`config.mk`:
```
export PLATFORM = sky130hd
export DESIGN_NAME = mem_arbiter_flat
export DESIGN_NICKNAME = d
export VERILOG_FILES = /design/src/rtl/mem_arbiter_if.sv /design/src/rtl/mem_arbiter.sv /design/src/flat_wrapper.sv
export SDC_FILE = /design/constraint.sdc
export NUM_CORES = 1
export LEC_CHECK = 0
export BUFFER_PORTS_ARGS = -buffer_cell sky130_fd_sc_hd__clkbuf_2
export CAP_MARGIN = 20
export CORE_MARGIN = 10
export CORE_UTILIZATION = 25
export CTS_BUF_LIST = sky130_fd_sc_hd__clkbuf_2
export CTS_CLUSTER_SIZE = 24
export DETAILED_ROUTE_END_ITERATION = 7
export GPL_TIMING_DRIVEN = 0
export HOLD_SLACK_MARGIN = 0.12
export PLACE_DENSITY = 0.47
export SYNTH_ARGS = -nofsm -noshare
export SYNTH_HDL_FRONTEND = slang
export SYNTH_SLANG_ARGS = --single-unit
export TNS_END_PERCENT = 1
```
`constraint.sdc`:
```
create_clock -name clk -period 3.2 [get_ports clk]
set_input_delay 0.48 -clock clk [delete_from_list [all_inputs] [get_ports clk]]
set_output_delay 0.48 -clock clk [all_outputs]
set_load 0.01 [all_outputs]
```
`src/rtl/mem_arbiter_if.sv`:
```
// Bundle of the fetch port, the data port and the shared memory bus seen by mem_arbiter.
// The master side is the pipeline plus memory; the slave side is the arbiter.
interface mem_arbiter_if;
  logic        i_req;
  logic [31:0] i_addr;
  logic [31:0] i_rdata;
  logic        i_ready;
  logic        d_req;
  logic        d_we;
  logic [31:0] d_addr;
  logic [31:0] d_wdata;
  logic [31:0] d_rdata;
  logic        d_ready;
  logic        mem_req;
  logic        mem_we;
  logic [31:0] mem_addr;
  logic [31:0] mem_wdata;
  logic [31:0] mem_rdata;
  logic        mem_ack;
  logic        stall;
  logic        bus_err;

  modport master (
    output i_req, i_addr, d_req, d_we, d_addr, d_wdata, mem_rdata, mem_ack,
    input  i_rdata, i_ready, d_rdata, d_ready, mem_req, mem_we, mem_addr,
           mem_wdata, stall, bus_err
  );

  modport slave (
    input  i_req, i_addr, d_req, d_we, d_addr, d_wdata, mem_rdata, mem_ack,
    output i_rdata, i_ready, d_rdata, d_ready, mem_req, mem_we, mem_addr,
           mem_wdata, stall, bus_err
  );
endinterface

```
`src/rtl/mem_arbiter.sv`:
```
// Arbitrates instruction fetch and data accesses onto one memory bus, data first,
// with a bounded wait for mem_ack and a sticky bus_err on timeout.
module mem_arbiter #(
  parameter int MAX_WAIT = 255
) (
  input  logic          clk,
  input  logic          rst,
  mem_arbiter_if.slave  bus
);

  localparam logic [7:0] MAX_W = 8'(MAX_WAIT);

  typedef enum logic [1:0] {IDLE, I_WAIT, D_WAIT, RESP} state_t;

  state_t      state_q, state_d;
  logic        is_data_q, is_data_d;
  logic        mem_req_q, mem_req_d;
  logic        mem_we_q, mem_we_d;
  logic [31:0] mem_addr_q, mem_addr_d;
  logic [31:0] mem_wdata_q, mem_wdata_d;
  logic [31:0] i_rdata_q, i_rdata_d;
  logic [31:0] d_rdata_q, d_rdata_d;
  logic        bus_err_q, bus_err_d;
  logic [7:0]  wait_cnt_q, wait_cnt_d;
  logic        waiting, timeout;

  assign waiting = (state_q == I_WAIT) || (state_q == D_WAIT);
  // The ack takes precedence when it lands in the last permitted wait cycle.
  assign timeout = waiting && !bus.mem_ack && ((wait_cnt_q + 8'd1) == MAX_W);

  always_ff @(posedge clk or negedge rst) begin
    if (!rst) state_q <= IDLE;
    else      state_q <= state_d;
  end

  always_comb begin
    state_d = state_q;
    case (state_q)
      IDLE: begin
        if (bus.d_req)      state_d = D_WAIT;
        else if (bus.i_req) state_d = I_WAIT;
      end
      I_WAIT, D_WAIT: begin
        if (bus.mem_ack || timeout) state_d = RESP;
      end
      RESP:    state_d = IDLE;
      default: state_d = IDLE;
    endcase
  end

  always_comb begin
    bus.i_ready = (state_q == RESP) && !is_data_q;
    bus.d_ready = (state_q == RESP) &&  is_data_q;
  end

  always_comb begin
    is_data_d   = is_data_q;
    mem_req_d   = mem_req_q;
    mem_we_d    = mem_we_q;
    mem_addr_d  = mem_addr_q;
    mem_wdata_d = mem_wdata_q;
    i_rdata_d   = i_rdata_q;
    d_rdata_d   = d_rdata_q;
    bus_err_d   = bus_err_q;
    wait_cnt_d  = wait_cnt_q;
    if (state_q == IDLE && (bus.d_req || bus.i_req)) begin
      is_data_d   = bus.d_req;
      mem_req_d   = 1'b1;
      mem_we_d    = bus.d_req && bus.d_we;
      mem_addr_d  = bus.d_req ? bus.d_addr  : bus.i_addr;
      mem_wdata_d = bus.d_req ? bus.d_wdata : 32'h0;
      wait_cnt_d  = 8'd0;
    end else if (waiting) begin
      if (bus.mem_ack) begin
        mem_req_d = 1'b0;
        if (is_data_q) d_rdata_d = bus.mem_rdata;
        else           i_rdata_d = bus.mem_rdata;
      end else begin
        wait_cnt_d = wait_cnt_q + 8'd1;
        if (timeout) begin
          mem_req_d = 1'b0;
          bus_err_d = 1'b1;
          if (is_data_q) d_rdata_d = 32'h0;
          else           i_rdata_d = 32'h0;
        end
      end
    end
  end

  always_ff @(posedge clk or negedge rst) begin
    if (!rst) begin
      is_data_q   <= 1'b0;
      mem_req_q   <= 1'b0;
      mem_we_q    <= 1'b0;
      mem_addr_q  <= 32'h0;
      mem_wdata_q <= 32'h0;
      i_rdata_q   <= 32'h0;
      d_rdata_q   <= 32'h0;
      bus_err_q   <= 1'b0;
      wait_cnt_q  <= 8'd0;
    end else begin
      is_data_q   <= is_data_d;
      mem_req_q   <= mem_req_d;
      mem_we_q    <= mem_we_d;
      mem_addr_q  <= mem_addr_d;
      mem_wdata_q <= mem_wdata_d;
      i_rdata_q   <= i_rdata_d;
      d_rdata_q   <= d_rdata_d;
      bus_err_q   <= bus_err_d;
      wait_cnt_q  <= wait_cnt_d;
    end
  end

  assign bus.mem_req   = mem_req_q;
  assign bus.mem_we    = mem_we_q;
  assign bus.mem_addr  = mem_addr_q;
  assign bus.mem_wdata = mem_wdata_q;
  assign bus.i_rdata   = i_rdata_q;
  assign bus.d_rdata   = d_rdata_q;
  assign bus.bus_err   = bus_err_q;
  assign bus.stall     = (bus.i_req && !bus.i_ready) || (bus.d_req && !bus.d_ready);

endmodule

```
`src/flat_wrapper.sv`:
```
// flat-port wrapper written by rule: the top's interface ports become plain ports
module mem_arbiter_flat 
#(
  parameter int MAX_WAIT = 255
)
  (clk, rst, bus_i_req, bus_i_addr, bus_d_req, bus_d_we, bus_d_addr, bus_d_wdata, bus_mem_rdata, bus_mem_ack, bus_i_rdata, bus_i_ready, bus_d_rdata, bus_d_ready, bus_mem_req, bus_mem_we, bus_mem_addr, bus_mem_wdata, bus_stall, bus_bus_err);
  mem_arbiter_if bus_i ();
  input  logic clk;
  input  logic rst;
  input wire logic [$bits(bus_i.i_req)-1:0] bus_i_req;
  input wire logic [$bits(bus_i.i_addr)-1:0] bus_i_addr;
  input wire logic [$bits(bus_i.d_req)-1:0] bus_d_req;
  input wire logic [$bits(bus_i.d_we)-1:0] bus_d_we;
  input wire logic [$bits(bus_i.d_addr)-1:0] bus_d_addr;
  input wire logic [$bits(bus_i.d_wdata)-1:0] bus_d_wdata;
  input wire logic [$bits(bus_i.mem_rdata)-1:0] bus_mem_rdata;
  input wire logic [$bits(bus_i.mem_ack)-1:0] bus_mem_ack;
  output wire logic [$bits(bus_i.i_rdata)-1:0] bus_i_rdata;
  output wire logic [$bits(bus_i.i_ready)-1:0] bus_i_ready;
  output wire logic [$bits(bus_i.d_rdata)-1:0] bus_d_rdata;
  output wire logic [$bits(bus_i.d_ready)-1:0] bus_d_ready;
  output wire logic [$bits(bus_i.mem_req)-1:0] bus_mem_req;
  output wire logic [$bits(bus_i.mem_we)-1:0] bus_mem_we;
  output wire logic [$bits(bus_i.mem_addr)-1:0] bus_mem_addr;
  output wire logic [$bits(bus_i.mem_wdata)-1:0] bus_mem_wdata;
  output wire logic [$bits(bus_i.stall)-1:0] bus_stall;
  output wire logic [$bits(bus_i.bus_err)-1:0] bus_bus_err;
  assign bus_i.i_req = bus_i_req;
  assign bus_i.i_addr = bus_i_addr;
  assign bus_i.d_req = bus_d_req;
  assign bus_i.d_we = bus_d_we;
  assign bus_i.d_addr = bus_d_addr;
  assign bus_i.d_wdata = bus_d_wdata;
  assign bus_i.mem_rdata = bus_mem_rdata;
  assign bus_i.mem_ack = bus_mem_ack;
  assign bus_i_rdata = bus_i.i_rdata;
  assign bus_i_ready = bus_i.i_ready;
  assign bus_d_rdata = bus_i.d_rdata;
  assign bus_d_ready = bus_i.d_ready;
  assign bus_mem_req = bus_i.mem_req;
  assign bus_mem_we = bus_i.mem_we;
  assign bus_mem_addr = bus_i.mem_addr;
  assign bus_mem_wdata = bus_i.mem_wdata;
  assign bus_stall = bus_i.stall;
  assign bus_bus_err = bus_i.bus_err;
  mem_arbiter #(.MAX_WAIT(MAX_WAIT)) u_core (.clk(clk), .rst(rst), .bus(bus_i));
endmodule
```
==> flow_summary.json <==
{
  "slew_violations": 0,
  "crit_arrival_ns": 1.88,
  "synth_edf_count": 0,
  "syn_area_mm2": 0.005700,
  "maxSlewHeadroom": 0.4757,
  "synth_area_leaders": "dfrtp_1 (62%), a22o_1 (15%), mux2i_1 (5.6%)",
  "crit_fanout": 3,
  "cts.clk_slew.worst_paths_ns": 0.19,
  "grt_max_degree": 78,
  "ys_warn_count": 0,
  "async_reset_ff_frac": 1.000,
  "fin_cells": 1153,
  "cts_buffer_depth": 2,
  "synth-seq-cells": 142,
  "fillers": 2154,
  "endpoint": "bus_stall",
  "finalPower_mw": 7.645,
  "drc_errors": 0,
  "p_per_area_mw_per_mm2": 853.7,
  "cts-root-buf": "clkbuf_2",
  "antenna_found_initial": 1,
  "cts_tree": "done",
  "hold_viol": 0,
  "worst_pin_slew_ns": 0.7864,
  "synth_top_area_frac": 0.6234,
  "startpoint_type": "register",
  "status": "finished, final reports clean",
  "hpwl_mm": 15.01,
  "synth_cell_types": 34,
  "multi_input_area_mm2": 0.001926,
  "initial_core_util": 0.2525,
  "syn2layout_area_growth_pct": 57.09,
  "rows": 55,
  "place.gp.congestion": 0.8022,
  "drive_gt1_frac": 0.3737,
  "die_x_um": 171,
  "wl_per_cell_um": 17.96,
  "grt_pass1_vias": 6003,
  "cts_setup_buffers": 0,
  "pre_cts_slack_ns": 1.114,
  "fmax_mhz": 423.5,
  "r2r_cells": 6,
  "regArea_mm2": 0.003553,
  "finalWirelength_mm": 20.71,
  "rsz0062_at_grt": "false",
  "cts_resized": 0,
  "cp-end-kind": "output pin",
  "numCtsBuffers": 17,
  "ys_seq_area_frac": 0.6234,
  "first_iter_violations": 254,
  "setup_viol_count_final": 0,
  "r2r_end": "u_core.bus.mem_wdata[21]",
  "required_ns": 2.72,
  "port_buffers": 266,
  "ir_worst_vdd_mv": 0.3915,
  "nets": 994,
  "die_h_um": 171,
  "yosysTopAreaCell": "dfrtp_1",
  "drtPass1Iterations": 4,
  "io_pins": 268,
  "leakagePower_nw": 4.659,
  "fin_crit_sh": 0.7379,
  "die_area_mm2": 0.02924,
  "track_usage": 0.1426,
  "clock_sinks": 142,
  "cp-startpoint": "u_core.state_q[0]",
  "avgSynthCellArea_um2": 12.96,
  "period_minus_slack_ns": 2.361,
  "yosys_most_used_dff": "dfrtp_1",
  "hold_path.class": "in2reg",
  "via_per_inst": 4.526,
  "core_mm2": 0.02257,
  "grt.overflow.total": 0,
  "postRouteAntennaNets": 0,
  "h-tree-depth": 4,
  "finalWorstSetupSlack_ns": 0.8386,
  "path_class": "reg2out",
  "dp_cells": 992,
  "synth_nets": 578,
  "grt_pass1_wl_mm": 33.26,
  "clock_skew_ns": 0.03659,
  "dr_total_vias": 5218,
  "syn-instance-count": 440,
  "r2r_slack_ns": 1.11,
  "drv_cap": 0,
  "r2r_start": "u_core.state_q[0]",
  "cts_hold_buffers": 130,
  "insertion_delay_ns": 0.70
}
worst max-delay path: stages (launching register included):
cell       delay [ns]
dfrtp_1          0.45
ha_1             0.21
nor2b_1          0.14
nor2_1           0.09
a2bb2oi_1        0.16
clkbuf_2         0.16
through the flow:
| step | area (µm²) | setup TNS [ns] | utilization | hold WS, ns |
|---|---|---|---|---|
| after floorplan | 5700 | 0 | - | 0.1844 |
| after global placement | 7388 | -107.83 | 0.3273 | 0.4568 |
| after detailed placement | 7425 | 0 | 0.3289 | 0.4574 |
| after CTS | 8952 | 0 | 0.3966 | 0.1585 |
| after global routing | 8955 | 0 | 0.3967 | 0.1856 |
| final | 8955 | 0 | 0.3967 | 0.2582 |
synthesized netlist by cell type, types with 4 or more instances:
cell and number:
nand2_1 39, clkbuf_1 12, buf_2 11, dfrtp_1 142, nand4_1 4, buf_6 6, mux2i_1 32, inv_1 6
xor2_1 5, o21ai_0 36, nor2_1 11, ha_1 4, nor2b_1 4, a22o_1 97
how the worst min path moves through the flow:
stage,start,endpoint,slack (ns),cells after the start
2_1_floorplan,rst,u_core.bus.bus_err,0.18,0
3_3_place_gp,u_core.bus.bus_err,u_core.bus.bus_err,0.46,1
3_5_place_dp,u_core.bus.bus_err,u_core.bus.bus_err,0.46,1
4_1_cts,bus_i_req,u_core.state_q[0],0.16,4
5_1_grt,bus_i_req,u_core.state_q[0],0.19,4
6_report,bus_i_req,u_core.state_q[0],0.26,4
sequential cells by signal, summed over array words and instances (netlist names):
register              cells
u_core.wait_cnt_q         8
u_core.bus.bus_err        1
u_core.is_data_q          1
u_core.state_q            2
u_core.bus.mem_wdata     32
u_core.bus.mem_req        1
u_core.bus.mem_we         1
u_core.bus.d_rdata       32
u_core.bus.i_rdata       32
u_core.bus.mem_addr      32
layer usage:
layer / wire length [µm] / share of wire / track usage / vias up
met4: 289 / 0.014 / 0.04348 / 0
met1: 8614 / 0.42 / 0.1637 / 2546
met2: 9803 / 0.47 / 0.2323 / 209
met5: 0 / 0 / 0 / -
met3: 2002 / 0.097 / 0.06567 / 17
li1: - / - / - / 2446
where the power goes:
| part | leakage, nW | total, mW | internal [mW] | switching (mW) |
|---|---|---|---|---|
| clock network | 0.133 | 1.06 | 0.354 | 0.709 |
| logic | 2.73 | 3.45 | 1.58 | 1.87 |
| registers | 1.79 | 3.13 | 2.62 | 0.515 |
| total | 4.66 | 7.65 | 4.55 | 3.09 |
placed cells by master, fill, tap and decap left out, types with 4 or more instances in the layout:
master,netlist,routed
nand2_1,39,39
mux2i_1,32,32
nor2_1,11,11
dfrtp_1,142,142
o21ai_0,36,36
a22o_1,97,97
clkbuf_2,1,283
ha_1,4,4
nand4_1,4,4
nor2b_1,4,4
buf_6,6,6
buf_2,11,11
xor2_1,5,5
inv_1,6,6
clkbuf_1,12,12
dlygate4sd3_1,0,130
cell type report:
| type | instances | share of cell area |
|---|---|---|
| flip-flops and latches | 142 | 0.3968 |
| clock buffers | 17 | 0.009501 |
| multi-input cells | 257 | 0.2150 |
| plain buffers | 35 | 0.02222 |
| clock inverters | 13 | 0.01579 |
| diodes | 1 | 0.0002794 |
| well taps | 285 | 0.03982 |
| inverters | 6 | 0.002515 |
| repair buffers | 397 | 0.2980 |
cells by family after synthesis:
logic type | Yosys count | synth area share
mux | 32 | 0.05619
buf+inv | 41 | 0.03885
xor+xnor | 6 | 0.009219
flops | 142 | 0.6234
fa+ha+maj | 4 | 0.008780
simple gates | 68 | 0.05641
compound gates | 147 | 0.2072
(Power assumes the default switching activity.)
